==> src/rtl/prbs_pkg.sv <==
// prbs_pkg: shared types and constants for the PRBS-8 checker.
package prbs_pkg;

    typedef enum logic [1:0] {HUNT, VERIFY, LOCKED} state_t;

    localparam logic [7:0] TAPS = 8'h1D;

    localparam logic [0:15][7:0] SEG_HEX = {
        8'hFC, 8'h60, 8'hDA, 8'hF2, 8'h66, 8'hB6, 8'hBE, 8'hE0,
        8'hFE, 8'hF6, 8'hEE, 8'h3E, 8'h9C, 8'h7A, 8'h9E, 8'h8E
    };

endpackage

==> src/rtl/prbs_checker_hex7seg.sv <==
// hex7seg: nibble to active-high a..g code with the dp in bit 0.
module hex7seg
    import prbs_pkg::*;
(
    input  logic [3:0] i_nib,
    input  logic       i_dp,
    output logic [7:0] o_seg
);

    assign o_seg = {SEG_HEX[i_nib][7:1], i_dp};

endmodule

==> config.mk <==
export PLATFORM = sky130hd
export DESIGN_NAME = hex7seg
export DESIGN_NICKNAME = d
export VERILOG_FILES = /design/src/rtl/prbs_pkg.sv /design/src/rtl/prbs_checker_hex7seg.sv
export SDC_FILE = /design/constraint.sdc
export NUM_CORES = 1
export LEC_CHECK = 0
export ABC_AREA = 1
export CAP_MARGIN = 20
export CORE_AREA = 8 8 45 47
export DETAILED_ROUTE_END_ITERATION = 10
export DIE_AREA = 0 0 53 55
export SYNTH_ARGS = -nofsm -noshare
export SYNTH_HDL_FRONTEND = slang
export SYNTH_SLANG_ARGS = --single-unit
==> constraint.sdc <==
create_clock -name vclk -period 0.96
set_clock_uncertainty 0.2 [all_clocks]
set_input_delay 0.096 -clock vclk [all_inputs]
set_output_delay 0.096 -clock vclk [all_outputs]
set_load 0.01 [all_outputs]
Word level (Yosys, flattened, before mapping)
Memories as Yosys holds them, arrays and structs flattened.
Cells that the tools add are included.
{ "totals": {"in_bits": 5, "regBits": 0, "mem_bits_ro": 128, "word_cells": 5, "n_memories": 1, "output_inout_bits": 8} }
{ "classes": {"n_mux": 2, "n_lt_le_gt_ge": 1, "bitwise": 1} }
{ "memory_table": {"columns": ["name", "words", "word_bits", "rd", "rd_ports_with_merged_regs", "write_ports", "line_no", "text"], "rows": [
  ["(no name shown)", 16, 8, 1, 0, 0, "prbs_checker_hex7seg.sv:10", "assign o_seg = {SEG_HEX[i_nib][7:1], i_dp};"]
]} }
{ "op_table": {"columns": ["cell", "n"], "rows": [
  ["2-to-1 mux 8 bit", 2],
  ["greater-or-equal comparator 5 bit (second input constant)", 1],
  ["NOT 4 -> 5 bit", 1]
]} }

Depth between registers and ports, before layout
{ "logic_depth": {"word_depth": 4, "ltp_mapped": 7, "mapped_depth_nobuf": 7} }

Worst setup path after synthesis
Ideal clock, no wire load.
{ "synth_timing": {"path_type": "input -> output", "from": "input port i_nib[0]", "to": "output port o_seg[4]", "path_slack_ns": -0.037, "path_stages": 6, "arrival_ns": 0.701, "t_required_ns": 0.664, "n_path_buf": 0, "path_cell_list": "inv_1 > ha_1 > nand2_1 > o21ai_0 > nand2_1 > nand2_1"} }
{ "synth_between": {"elab_chain_len": 4} }
{ "synth_rtl": {"columns": ["item", "line_no", "text"], "rows": [
  ["from (decl)", "prbs_checker_hex7seg.sv:5", "input logic [3:0] i_nib,"],
  ["NOT 4 -> 5 bit (implied by the code)", "prbs_checker_hex7seg.sv:10", null],
  ["memory read (16 x 8 bit)", null, null],
  ["2-to-1 mux 8 bit (implied by the code) (2 in series)", "prbs_checker_hex7seg.sv:10", null],
  ["to (decl)", "prbs_checker_hex7seg.sv:7", "output logic [7:0] o_seg"]
]} }
No other way between the ends. The select of a mux whose other input is x is not followed.

Final worst setup path
{ "layout_timing": {"from": "input port i_nib[1]", "to": "output port o_seg[2]"} }
Same word-level chain as after synthesis.

==> flow_metrics.tcl <==
set metrics [dict create \
    core_area_mm2 0.00138 \
    leakagePower_nw 0.299 \
    power_density_mw_per_mm2 440 \
    die_x_um 53 \
    drc 0 \
    ioPinCount 13 \
    netlist.area_leader.share 0.378 \
    yosysWarnings 0 \
    seqCellArea_um2 0 \
    synth_area_leaders "nand2_1 38%, ha_1 32%, inv_1 9.5%" \
    rsz0062_at_grt "yes" \
    fin_tns_setup_ns -1.19 \
    syn_area_per_cell_um2 5.24 \
    row_count 14 \
    hold_ws_ns 0.206 \
    netlist_area_um2 278 \
    status "complete, but fails checks" \
    port_buffers 11 \
    antenna_found_initial 0 \
    die_y_um 55 \
    syn-num-nets 65 \
    setup_violations 7 \
    finalNetCount 85 \
    fmax_mhz 859 \
    grt-ovfl-total 0 \
    area_delta_synth_final_pct 111 \
    maxCapViolations 0 \
    finalHoldViolations 0 \
    ant_nets 0 \
    diodes 0 \
    grt_pass1_vias 353 \
    grt_max_degree 9 \
    synth_cell_type_count 9 \
    hp-class "input pin to output port" \
    utilization 0.424 \
    dieArea_mm2 0.00292 \
    synth.largest_area_cell "nand2_1" \
    num-clock-buffers 0 \
    fin_crit_sh 1.21 \
    violations "setup timing" \
    netlist_instances 53 \
    critical_path_required_ns 0.66 \
    drive_gt1_frac 0.634 \
    vias 365 \
    cp-start-kind "input pin" \
    drv_slew 0 \
    grt_usage 0.0589 \
    finalPower_mw 0.258 \
    layout_setup_ws_ns -0.204 \
    tightest_slew_ns 0.195 \
    viasPerCell 4.20 \
    drt-pass1-iter-count 3 \
    design.seq.count 0 \
    layout_common_cells "21 x nand2_1, 8 x nand2_2, 6 x ha_4, 6 x buf_2, 6 x buf_6" \
    cp_max_fo 3 \
    gp_congestion 0.729 \
    dp_hpwl_um 607 \
    post_drt_wl_per_cell_um 10.2 \
    routed_wl_um 890 \
    final_common_cell "nand2_1" \
    end_kind "output port" \
    critical_path_class "input pin to output port" \
    arrival_ns 0.87 \
    min_period_ns 1.16 \
    drt_iter0_drc 9 \
    start_util 0.201 \
    grt_pass1_wl_um 1430 \
    whs_path_depth 1 \
    yosysSeqAreaShare 0 \
    peakVddDrop_mv 0.149 \
    relSlewSlack 0.870 \
]
==> repair_timing <==
item	CTS	global route
gates cloned	0	0
hold buffers	1	0
setup endpoints to repair	7	8
setup buffers	0	0
pin swaps	10	10
resized for setup	74	15
endpoints found under the hold margin	1	0
==> synthesized netlist by cell type, drive strengths merged <==
master	number
nand3	4
nor2	1
inv	8
nand2	29
buf	2
ha	7
o21ai	2
==> stage by stage <==
stage / setup WS [ns] / instance area (um2) / instances
final: -0.204 / 587 / 87
after global placement: -1.10 / 455 / 86
after floorplan: 0.0149 / 280 / 53
after global routing: -0.251 / 587 / 87
after CTS: -0.187 / 552 / 87
after detailed placement: -1.09 / 455 / 86
==> worst paths after layout <==
check                     from       end  slack (ns)
worst max-delay path  i_nib[1]  o_seg[2]       -0.20
worst min-delay path      i_dp  o_seg[0]        0.21
==> area by class of cell <==
type / instances / area [um2]
Fill cell: 156 / 797
Inverter: 8 / 42.5
Multi-Input combinational cell: 43 / 344
Tap cell: 16 / 20.0
Timing Repair Buffer: 20 / 180
==> where the power goes <==
group	leakage, nW	internal (mW)	switching, mW
clock	0	0	0
combinational	0.299	0.127	0.131
sequential	0	0	0
total	0.299	0.127	0.131
==> logic make-up after synthesis <==
logic type,share of synthesized area
AND/OR/NAND/NOR,0.486
adder cells (fa/ha/maj),0.315
AO/OA/AOI/OAI,0.0360
buffers and inverters,0.162
==> per-layer routing <==
metal	global-route usage	part of all wire	vias to the layer above
met5	0	0	-
met4	0	0	0
met3	0.0107	0.093	0
met2	0.125	0.56	8
met1	0.0603	0.34	163
li1	-	-	194
==> worst max-delay path, stage by stage <==
cell	delay, ns
buf_8	0.11
buf_6	0.11
ha_4	0.16
inv_2	0.05
nand2_2	0.06
nand2_1	0.06
nand2_1	0.05
nand2_1	0.05
buf_2	0.12
Note: power is estimated with default switching activity, not from simulation.
